## src/rtl/subpel_interp_stream.sv

```systemverilog
// subpel_interp_stream: streaming 8-tap luma sub-pel interpolator with internal edge replication.
// Optional macro APPROX_TAPS_EN masks tap input LSBs when approx_mode is high.
module subpel_interp_stream #(
  parameter int PIX_W      = 8,
  parameter int ROW_LEN    = 16,
  parameter int SHIFT      = 6,
  parameter int APPROX_LSB = 2
) (
  input  logic             clock,
  input  logic             reset_n,
  input  logic             in_valid,
  output logic             in_ready,
  input  logic [PIX_W-1:0] in_data,
  output logic             out_valid,
  input  logic             out_ready,
  output logic [PIX_W-1:0] out_full,
  output logic [PIX_W-1:0] out_q1,
  output logic [PIX_W-1:0] out_h,
  output logic [PIX_W-1:0] out_q3,
  output logic             out_last,
  output logic             busy,
  input  logic             approx_mode
);
  localparam int ACC_W = PIX_W + 8;
  localparam int CW = $clog2(ROW_LEN + 1);
  // Coefficients indexed by window slot s0..s7
  localparam logic signed [7:0] CQ1 [8] = '{8'sd0, 8'sd1, -8'sd5, 8'sd17, 8'sd58, -8'sd10, 8'sd4, -8'sd1};
  localparam logic signed [7:0] CH  [8] = '{-8'sd1, 8'sd4, -8'sd11, 8'sd40, 8'sd40, -8'sd11, 8'sd4, -8'sd1};
  localparam logic signed [7:0] CQ3 [8] = '{-8'sd1, 8'sd4, -8'sd10, 8'sd58, 8'sd17, -8'sd5, 8'sd1, 8'sd0};

  typedef enum logic [1:0] {IDLE, FILL, STREAM, DRAIN} state_t;

  state_t            state_q, state_d;
  logic [CW-1:0]     cnt_q, cnt_d;
  logic [1:0]        dcnt_q, dcnt_d;
  logic [PIX_W-1:0]  win_q [8];
  logic [PIX_W-1:0]  win_d [8];
  logic              valid_q, last_q;
  logic [PIX_W-1:0]  full_q, q1_q, h_q, q3_q;
  logic              adv, acc, load, shift, emit;
  logic [PIX_W-1:0]  mask, px;
  logic signed [ACC_W-1:0] sx, sq1, sh, sq3;

  function automatic logic [PIX_W-1:0] clip(input logic signed [ACC_W-1:0] s);
    logic signed [ACC_W-1:0] r;
    r = (s + ACC_W'(2 ** (SHIFT - 1))) >>> SHIFT;
    return (r < 0) ? '0 : (r > ACC_W'(2 ** PIX_W - 1)) ? '1 : r[PIX_W-1:0];
  endfunction

`ifdef APPROX_TAPS_EN
  assign mask = approx_mode ? ~PIX_W'((1 << APPROX_LSB) - 1) : '1;
`else
  logic [1:0] unused_cfg;
  assign unused_cfg = {approx_mode, 1'(APPROX_LSB)};
  assign mask = '1;
`endif

  assign adv       = !valid_q || out_ready;
  assign in_ready  = adv && state_q != DRAIN;
  assign acc       = in_valid && in_ready;
  assign busy      = state_q != IDLE;
  assign out_valid = valid_q;
  assign out_last  = last_q;
  assign out_full  = full_q;
  assign out_q1    = q1_q;
  assign out_h     = h_q;
  assign out_q3    = q3_q;

  always_comb begin
    state_d = state_q;
    cnt_d = cnt_q;
    dcnt_d = dcnt_q;
    load = 1'b0;
    shift = 1'b0;
    emit = 1'b0;
    case (state_q)
      IDLE: if (acc) begin
        load = 1'b1;
        cnt_d = CW'(1);
        state_d = FILL;
      end
      FILL, STREAM: if (acc) begin
        shift = 1'b1;
        cnt_d = cnt_q + CW'(1);
        dcnt_d = '0;
        emit = state_q == STREAM || cnt_d == CW'(5);
        state_d = (cnt_d == CW'(ROW_LEN)) ? DRAIN : (cnt_d == CW'(5)) ? STREAM : state_q;
      end
      default: if (adv) begin
        shift = 1'b1;
        emit = 1'b1;
        dcnt_d = dcnt_q + 2'd1;
        state_d = (dcnt_q == 2'd3) ? IDLE : DRAIN;
        cnt_d = (dcnt_q == 2'd3) ? '0 : cnt_q;
      end
    endcase
    // Drain replicates the right-edge pixel; IDLE load replicates the left edge
    win_d[0] = (load || shift) ? ((state_q == DRAIN) ? win_q[0] : in_data) : win_q[0];
    for (int i = 1; i < 8; i++) win_d[i] = load ? in_data : shift ? win_q[i-1] : win_q[i];
  end

  always_comb begin
    sq1 = '0;
    sh = '0;
    sq3 = '0;
    px = '0;
    sx = '0;
    for (int i = 0; i < 8; i++) begin
      px = win_d[i] & mask;
      sx = ACC_W'(px);
      sq1 = sq1 + sx * ACC_W'(CQ1[i]);
      sh = sh + sx * ACC_W'(CH[i]);
      sq3 = sq3 + sx * ACC_W'(CQ3[i]);
    end
  end

  always_ff @(posedge clock or negedge reset_n) begin
    if (!reset_n) begin
      state_q <= IDLE;
      cnt_q <= '0;
      dcnt_q <= '0;
      win_q <= '{default: '0};
      valid_q <= 1'b0;
      last_q <= 1'b0;
      full_q <= '0;
      q1_q <= '0;
      h_q <= '0;
      q3_q <= '0;
    end else begin
      state_q <= state_d;
      cnt_q <= cnt_d;
      dcnt_q <= dcnt_d;
      win_q <= win_d;
      valid_q <= emit || (valid_q && !out_ready);
      last_q <= emit ? (state_q == DRAIN && dcnt_q == 2'd3) : (last_q && !out_ready);
      if (emit) begin
        full_q <= win_d[4];
        q1_q <= clip(sq1);
        h_q <= clip(sh);
        q3_q <= clip(sq3);
      end
    end
  end
endmodule

```

## config.mk

```make
export PLATFORM = sky130hd
export DESIGN_NAME = subpel_interp_stream
export DESIGN_NICKNAME = d
export VERILOG_FILES = /design/src/rtl/subpel_interp_stream.sv
export SDC_FILE = /design/constraint.sdc
export NUM_CORES = 1
export LEC_CHECK = 0
export CAP_MARGIN = 20
export CORE_ASPECT_RATIO = 1.4
export CORE_MARGIN = 1
export CORE_UTILIZATION = 60
export DETAILED_ROUTE_END_ITERATION = 10
export PLACE_DENSITY = 0.79
export SLEW_MARGIN = 20
export SYNTH_ARGS = -nofsm -noshare
export SYNTH_HDL_FRONTEND = slang
export SYNTH_SLANG_ARGS = --single-unit
```

## constraint.sdc

```tcl
create_clock -name clock -period 19.1 [get_ports clock]
set_input_delay 5.73 -clock clock [delete_from_list [all_inputs] [get_ports clock]]
set_output_delay 5.73 -clock clock [all_outputs]
set_load 0.01 [all_outputs]
```

* Word level (Yosys, flattened, before mapping)
Index checks and enable logic that the tools add are counted.
** Operators by class
- Add/subtract/negate cells :: 25
- Multiply operators :: 12
- Div/mod/pow operators :: 0
- Magnitude comparators :: 6
- Equal/unequal tests :: 10
- Shifts and indexed selects :: 0
- Multiplexer cells :: 44
- Bitwise gates (word level) :: 1
- Reductions and logical operators :: 20
** Operator list (count)
- two-way mux 8 bit :: 22
- adder 16 x 14 -> 16 bit :: 5
- multiplier 8 x 5 -> 13 bit (second input constant) :: 4
- multiplier 9 x 4 -> 13 bit (second input constant) :: 4
- adder 16 x 11 -> 16 bit :: 3
- adder 16 x 15 -> 16 bit :: 3
- adder 16 x 7 -> 16 bit (second input constant) :: 3
- adder 16 bit :: 2
- negation 8 -> 16 bit :: 2
- greater-than comparator 10 x 9 -> 1 bit (second input constant) :: 3
- < comparator 10 x 1 -> 1 bit (second input constant) :: 3
- multiplier 9 x 5 -> 14 bit (second input constant) :: 2
- multiplier 8 x 3 -> 11 bit (second input constant) :: 2
- two-way mux 5 bit :: 4
- adder 15 x 15 -> 16 bit :: 1
- adder 16 x 13 -> 16 bit :: 1
- adder 16 x 9 -> 16 bit :: 1
- two-way mux 2 bit :: 8
- adder 14 x 14 -> 15 bit :: 1
- adder 9 x 13 -> 14 bit :: 1
- case mux 5 bit (2 select lines) :: 1
- case mux 2 bit (2 select lines) :: 2
- AND reduction 4 bit :: 2
- equality test 2 bit (second input constant) :: 3
- other kinds (18) :: 35
** Storage, ports and cells
- Bits in registers :: 107
- Bits in latches :: 0
- Bits in writable memories :: 0
- Bits in read-only memories :: 0
- Input port bits :: 13
- Memories :: 0

* Longest topological paths before layout
Gate-level depths: netlist (run 1).
- Word-level depth :: 20
- Gate-level depth with buffers :: 42
- Mapped depth without buffers :: 37

* Worst setup path after synthesis (run 1)
OpenSTA, ideal clock, no wires.
- Path kind :: input port to flip-flop
- From :: in out_ready
- To :: reg q1_q[6] (netlist: out_q1[6])
- Library setup time :: 126 ps
- Data arrival time :: 14471 ps
- Required time :: 18974 ps
- Slack :: 4503 ps
- Stages :: 31
- Buffers on the path :: 4
- Cells stage by stage :: nand2b_1 -> clkbuf_1 -> nand3_1 -> clkbuf_1 -> buf_1 -> clkbuf_1 -> mux2i_1 -> a21oi_1 -> inv_1 -> ha_1 -> fa_1 -> ha_1 -> fa_1 -> xor2_1 -> fa_1 -> fa_1 -> inv_1 -> fa_1 -> fa_1 -> fa_1 -> inv_1 -> ha_1 -> or3b_2 -> a311oi_1 -> a31oi_1 -> a21oi_1 -> a21oi_1 -> o21ai_0 -> xnor2_1 -> nor2_2 -> a221o_1
** RTL lines
- start: declaration :: RTL line 15 : input logic out_ready,
- end signal: assignment :: RTL line 138 : q1_q <= clip(sq1);
- end: declaration :: RTL line 39 : logic [PIX_W-1:0] full_q, q1_q, h_q, q3_q;

==> impl_metrics.ini, run 1 <==
[sta]
fmax_ghz = 0.06500
maxSlewViolCount = 0
fin_tns_setup_ps = 0
slew-limit-headroom = 0.4246
finalHoldViolCount = 0
setup_viol = 0
skew_ps = 10.24
period_needed_ps = 15390
rsz0062_at_grt = no
worstMarginPinSlew_ps = 856.0
finalCritPeriodShare = 0.8055

[synth]
synth-seq-cells = 107
syn_avg_cell_area_um2 = 9.654
synth_edf_count = 0
yosys.area_share.simple = 0.07515
synth.mux.area_fraction = 0.02211
synth_cell_types = 74
synthAdderAreaFrac = 0.4848
synth_area_um2 = 17710
async_flop_share = 1.000
synth_top_family_by_area = adder cells
syn_nets = 2391
synth_xor_area_frac = 0.05530
synth-compound-area-share = 0.1052
synth_cells = 1835
synth_warnings = 0
synth-main-ff-cell = dfrtp_1
ys_seq_area_frac = 0.1512

[clocking]
clkLatencyLatePin_ps = 390
htreeDepth = 3
post_cts_buffers = 0
cts_buffer_depth = 2
cts-root-buf = clkbuf_16
cts_tree = yes
cts_made_buffers = 9
clk_pin_slew_ps = 80
post_cts_resized = 0
ctsHoldBuffers = 0
cts.sinks = 107

[grt]
grtUsageTotal = 0.3213
grt_pass1_wl_um = 72220
grt_pass1_vias = 13690
overflow = 0
grt_max_degree = 68
antenna_found_initial = 0

[drt]
drtIter0Drc = 624
wl_per_cell_um = 19.90
ant_nets = 0
drt_wl_total_um = 45400
drt_pass1_iterations = 6
num_vias = 12840
drc = 0
viasPerCell = 5.630

[floorplanning]
core_um2 = 29070
ioPinCount = 49
dieWidth_um = 147.2
die-area_um2 = 30230
start_util = 0.6093
row_count = 74
die_h_um = 205.3

[finish]
fin_nets = 2452
diodes = 0
final_cell_mix = inv_1 (466), ha_1 (304), fa_1 (239)
final_common_cell = inv_1
area_growth_pct = 7.819
drive_above_1_share = 0.05418

[setup_path]
crit_slowest_cell = fa_1
arrival_ps = 15720
crit_top_cell = fa_1
start_kind = primary input
crit_type = in2reg
crit_cells = 34
worstSetupEndpointType = flop
rr_worst_depth = 32
critPathTopFamily = adder cells
path_buf_inv = 8
critPathMaxFanout = 67
crit_path_max_incr_delay_ps = 540
worstPathRequired_ps = 19430

[placement]
place.gp.congestion = 0.9462
io_buffers = 47
detailed_place_hpwl_um = 38290

[flow_run]
maxCapViolCount = 0

[run_status]
status = finished, final reports clean

[hold_path]
min_path_type = reg2reg
whs_path_depth = 2
-- metrics by stage --
stage | cells | util | hold WS (ps) | area, um2 | setup WS (ps)
floorplan | 1835 | - | 472.3 | 17710 | 4503
global placement | 2265 | 0.6465 | 461.5 | 18800 | 3488
detailed placement | 2265 | 0.6465 | 469.9 | 18800 | 3357
CTS | 2281 | 0.6570 | 488.4 | 19100 | 3741
global route | 2281 | 0.6570 | 500.7 | 19100 | 3254
finish | 2281 | 0.6570 | 486.0 | 19100 | 3715
-- logic make-up (layout without fill, tap and decap cells) --
logic type | after synthesis | count (layout)
compound gates | 273 | 273
xor+xnor | 111 | 111
fa+ha+maj | 543 | 543
buf+inv | 497 | 563
flops | 107 | 107
mux | 38 | 38
simple gates | 266 | 266
-- routing by layer --
layer | global-route usage | part of all wire
met5 | 0 | 0
met1 | 0.3436 | 0.36
met2 | 0.5738 | 0.51
met3 | 0.03459 | 0.036
met4 | 0.2603 | 0.092
-- worst min-delay path: stages (launching register included) --
cell and delay, ps:
dfrtp_1 350, nand2_1 50, nand2_1 60
-- state kept, by name (all words and copies together), names as in the netlist --
| signal | flops |
|---|---|
| out_q3 | 8 |
| state_q | 2 |
| dcnt_q | 2 |
| out_h | 8 |
| out_valid | 1 |
| out_last | 1 |
| out_q1 | 8 |
| cnt_q | 5 |
| win_q | 64 |
| out_full | 8 |
-- path summary, 6_finish.rpt --
check,from,end,slack (ps)
max in group asynchronous,reset_n,win_q[5]$_DFF_PN0_,12420
min reg2reg,out_full[1]$_DFFE_PN0P_,out_full[1]$_DFFE_PN0P_,490
min in group asynchronous,reset_n,out_h[0]$_DFFE_PN0P_,5400
max reg2reg,state_q[0]$_DFFE_PN0P_,out_q1[4]$_DFFE_PN0P_,8620
min,out_full[1]$_DFFE_PN0P_,out_full[1]$_DFFE_PN0P_,490
max,out_ready,out_q1[4]$_DFFE_PN0P_,3710
-- layout make-up --
cell class / count / area [um2]
timing repair buffer: 80 / 715.7
inverter: 467 / 1753
multi-input combinational: 1231 / 13180
clock inverter: 6 / 63.81
clock buffer: 10 / 239.0
tap: 380 / 475.5
fill: 2316 / 9973
sequential: 107 / 2678
-- synthesized netlist by cell type (9+ instances only) --
cell type | number | area share
inv_1 | 466 | 0.099
ha_1 | 304 | 0.21
fa_1 | 239 | 0.27
dfrtp_1 | 107 | 0.15
nand2_1 | 96 | 0.020
a21oi_1 | 83 | 0.023
xnor2_1 | 74 | 0.037
nor2_1 | 46 | 0.0097
a21o_1 | 38 | 0.016
xor2_1 | 36 | 0.018
o21ai_0 | 32 | 0.0090
a31oi_1 | 31 | 0.011
mux2i_1 | 29 | 0.016
nor2b_1 | 24 | 0.0085
o21bai_1 | 17 | 0.0072
clkbuf_1 | 15 | 0.0032
nand3_1 | 15 | 0.0042
o221a_2 | 14 | 0.0089
nor3_1 | 13 | 0.0037
nand2b_1 | 12 | 0.0042
mux2_2 | 9 | 0.0057
o31ai_1 | 9 | 0.0038
Power of run 1 is left out: the tool's default activity adds up to more than one toggle a clock period on the data nets, which glitch-free logic cannot reach.
==> run 2: changes to the inputs <==
CORE_UTILIZATION = 59   (was 60)
PLACE_DENSITY = 0.81   (was 0.79)
clock period = 13.7 ns   (was 19.1 ns; I/O delays follow)
==> run 2 against run 1 <==
Net effect: setup slack worse by 3400 ps; via count up 3.4%; utilization grew 0.53 points; global-route usage up 0.68 points; clock skew grew 5.3 ps; die area is 1.7% higher.
==> impl_metrics.ini, run 2 (synthesis results as in run 1) <==
[finish]
diodes = 0
drive_above_1_share = 0.07510
area_growth_pct = 9.726
final_cell_mix = inv_1 (466), ha_1 (304), fa_1 (239)
largest_reg_flops = 64
fin_nets = 2495
final_util = 0.6622
final_common_cell = inv_1
largest-register = win_q

[floorplanning]
row_count = 74
die-area_um2 = 30730
die_h_um = 207.0
core_um2 = 29350
ioPinCount = 49
dieWidth_um = 148.4
start_util = 0.6035

[clocking]
cts.sinks = 107
cts-root-buf = clkbuf_16
cts_tree = yes
htreeDepth = 3
cts_buffer_depth = 2
post_cts_resized = 0
post_cts_buffers = 0
cts_made_buffers = 9
clkLatencyLatePin_ps = 390
ctsHoldBuffers = 0
clk_pin_slew_ps = 80

[drt]
wl_per_cell_um = 20.40
drc = 0
drt_wl_total_um = 47400
num_vias = 13280
viasPerCell = 5.713
drtIter0Drc = 672
drt_pass1_iterations = 5
ant_nets = 0

[setup_path]
start_kind = primary input
crit_slowest_cell = or3_2
crit_path_max_incr_delay_ps = 550
critPathMaxFanout = 8
arrival_ps = 13680
crit_top_cell = fa_1
worstSetupEndpointType = flop
worstPathRequired_ps = 14030
crit_type = in2reg

[sta]
finalCritPeriodShare = 0.9750
worstMarginPinSlew_ps = 950.1
fmax_ghz = 0.07486
rsz0062_at_grt = no
slew-limit-headroom = 0.3636
skew_ps = 15.54
maxSlewViolCount = 0
finalHoldViolCount = 0
setup_viol = 0
period_needed_ps = 13360

[placement]
detailed_place_hpwl_um = 40170
io_buffers = 47
place.gp.congestion = 1.002

[grt]
grt_max_degree = 57
grt_pass1_wl_um = 74880
grtUsageTotal = 0.3281
overflow = 0
grt_pass1_vias = 14170
antenna_found_initial = 0

[run_status]
status = finished, final reports clean

[hold_path]
min_path_type = reg2reg

[flow_run]
maxCapViolCount = 0
run 2: critical path: cells and delay by family:
| kind | cells | cell delay (ps) |
|---|---|---|
| adders and majority gates | 10 | 4220 |
| AOI/OAI and AO/OA | 7 | 1870 |
| and+or+nand+nor | 5 | 1810 |
| buffers and inverters | 7 | 1020 |
| xor gates and xnor gates | 3 | 630 |
run 2: per-layer routing:
layer | track usage | wire length, um | up-vias
li1 | - | - | 6085
met1 | 0.3547 | 16860 | 6556
met2 | 0.5624 | 23920 | 441
met3 | 0.04229 | 1939 | 196
met4 | 0.2798 | 4686 | 0
met5 | 0 | 0 | -
run 2: final cells by class:
cell class	instances	area, um2
Clock buffer	9	225.2
Tap cell	380	475.5
Clock inverter	7	67.56
Timing Repair Buffer	123	1064
Fill cell	2315	9913
Sequential cell	107	2678
Inverter	467	1753
Multi-Input combinational cell	1231	13180
run 2: final timing paths:
| check | from | endpoint | slack [ps] | cells after the start |
|---|---|---|---|---|
| max in group asynchronous | reset_n | win_q[41]$_DFF_PN0_ | 8690 | 2 |
| setup / recovery | out_ready | out_q1[0]$_DFFE_PN0P_ | 340 | 32 |
| hold / removal | out_full[2]$_DFFE_PN0P_ | out_full[2]$_DFFE_PN0P_ | 490 | 2 |
| setup reg to reg | state_q[0]$_DFFE_PN0P_ | out_q1[0]$_DFFE_PN0P_ | 3720 | 33 |
| min in group asynchronous | reset_n | out_h[1]$_DFFE_PN0P_ | 3770 | 1 |
| hold reg to reg | out_full[2]$_DFFE_PN0P_ | out_full[2]$_DFFE_PN0P_ | 490 | 2 |
run 2: per-stage QoR:
step                instance area, um2  setup TNS (ps)  hold slack (ps)  instances  setup slack (ps)
CTS                              19440               0            484.0       2324             349.6
global placement                 19140               0            462.2       2308             121.3
global route                     19440               0            516.2       2324             83.49
finish                           19440               0            487.1       2324             342.2
detailed placement               19140          -44.43            465.0       2308            -12.93
floorplan                        17710               0            472.3       1835             723.4
Power of run 2 is left out for the same reason.
==> run 3: changes to the inputs <==
GPL_ROUTABILITY_DRIVEN = 0   (was not set)
==> run 3 against run 2 <==
Net effect: register-to-register slack gained 20 ps; first-iteration DRC count rose by 53%; critical path depth rose by 2; clock skew grew 3.1 ps; non-clock buffer count shrank 5; sequential cell count stayed put; clock-buffer cell count stayed put; global-route usage up 0.098 points; die area unchanged.
==> impl_metrics.ini, run 3 (synthesis results as in run 1) <==
[sta]
slew-limit-headroom = 0.2530
period_needed_ps = 13200
fin_tns_setup_ps = 0
rsz0062_at_grt = no
finalHoldViolCount = 0
setup_viol = 0
worstMarginPinSlew_ps = 1115
fmax_ghz = 0.07574
finalCritPeriodShare = 0.9638
skew_ps = 18.61
maxSlewViolCount = 0

[grt]
grt_pass1_vias = 14430
grt_max_degree = 87
grt_pass1_wl_um = 75490
grtUsageTotal = 0.3291
overflow = 0
antenna_found_initial = 0

[setup_path]
crit_slowest_cell = a311oi_1
critPathMaxFanout = 19
crit_path_max_incr_delay_ps = 610
crit_top_cell = fa_1
worstPathRequired_ps = 14000
crit_type = in2reg
worstSetupEndpointType = flop
start_kind = primary input
arrival_ps = 13500

[placement]
io_buffers = 47
detailed_place_hpwl_um = 39130

[floorplanning]
die-area_um2 = 30730
ioPinCount = 49
die_h_um = 207.0
row_count = 74
core_um2 = 29350
start_util = 0.6035
dieWidth_um = 148.4

[hold_path]
min_path_type = reg2reg

[clocking]
cts_tree = yes
htreeDepth = 3
cts-root-buf = clkbuf_16
cts.sinks = 107
cts_buffer_depth = 2
clkLatencyLatePin_ps = 400
post_cts_buffers = 0
ctsHoldBuffers = 0
clk_pin_slew_ps = 90
post_cts_resized = 0
cts_made_buffers = 9

[finish]
largest-register = win_q
fin_nets = 2490
drive_above_1_share = 0.07272
area_growth_pct = 9.451
diodes = 0
final_cell_mix = inv_1 (466), ha_1 (304), fa_1 (239)
final_common_cell = inv_1
largest_reg_flops = 64

[drt]
drt_pass1_iterations = 5
viasPerCell = 5.834
drt_wl_total_um = 47520
wl_per_cell_um = 20.49
ant_nets = 0
drtIter0Drc = 1027
drc = 0
num_vias = 13530

[flow_run]
maxCapViolCount = 0

[run_status]
status = finished, final reports clean
## run 3: cell count changes in the layout (fill, tap and decap cells not counted), sizes merged
cell and delta:
buf -5
## run 3: metal layers
layer / up-vias / share of wire / track usage
met5: - / 0 / 0
met2: 560 / 0.50 / 0.5580
met3: 233 / 0.057 / 0.06057
met4: 0 / 0.094 / 0.2652
li1: 6078 / - / -
met1: 6659 / 0.35 / 0.3556
## run 3: layout make-up
type,instances,area (um2)
clock inverters,7,77.57
inverters,467,1753
fillers,2231,9962
flip-flops and latches,107,2678
well taps,380,475.5
multi-input cells,1231,13180
clock buffers,9,225.2
repair buffers,118,1005
## run 3: critical path: cells and delay by family
family	cells	cell delay, ps
adders and majority gates	10	4250
AOI/OAI and AO/OA	7	1850
xor gates and xnor gates	1	340
and+or+nand+nor	7	1240
buffers and inverters	9	1700
## run 3: final timing paths
| check | start | endpoint | slack, ps | cells after the start |
|---|---|---|---|---|
| worst min-delay path | out_full[2]$_DFFE_PN0P_ | out_full[2]$_DFFE_PN0P_ | 480 | 2 |
| worst min register to register | out_full[2]$_DFFE_PN0P_ | out_full[2]$_DFFE_PN0P_ | 480 | 2 |
| min in group asynchronous | reset_n | out_h[7]$_DFFE_PN0P_ | 3610 | 1 |
| max in group asynchronous | reset_n | out_full[7]$_DFFE_PN0P_ | 8970 | 2 |
| worst max register to register | state_q[0]$_DFFE_PN0P_ | out_q3[7]$_DFFE_PN0P_ | 3740 | 35 |
| worst max-delay path | out_ready | out_q3[7]$_DFFE_PN0P_ | 500 | 34 |
## run 3: per-stage QoR
| step | hold WS, ps | utilization | instances | setup slack (ps) | area, um2 |
|---|---|---|---|---|---|
| 4_1_cts | 486.3 | 0.6605 | 2319 | 628.6 | 19380 |
| 6_report | 477.6 | 0.6606 | 2319 | 496.5 | 19390 |
| 5_1_grt | 511.9 | 0.6606 | 2319 | 187.2 | 19390 |
| 2_1_floorplan | 472.3 | - | 1835 | 723.4 | 17710 |
| 3_5_place_dp | 466.3 | 0.6501 | 2303 | 253.6 | 19080 |
| 3_3_place_gp | 460.7 | 0.6501 | 2303 | 369.2 | 19080 |
Power of run 3 is left out for the same reason.
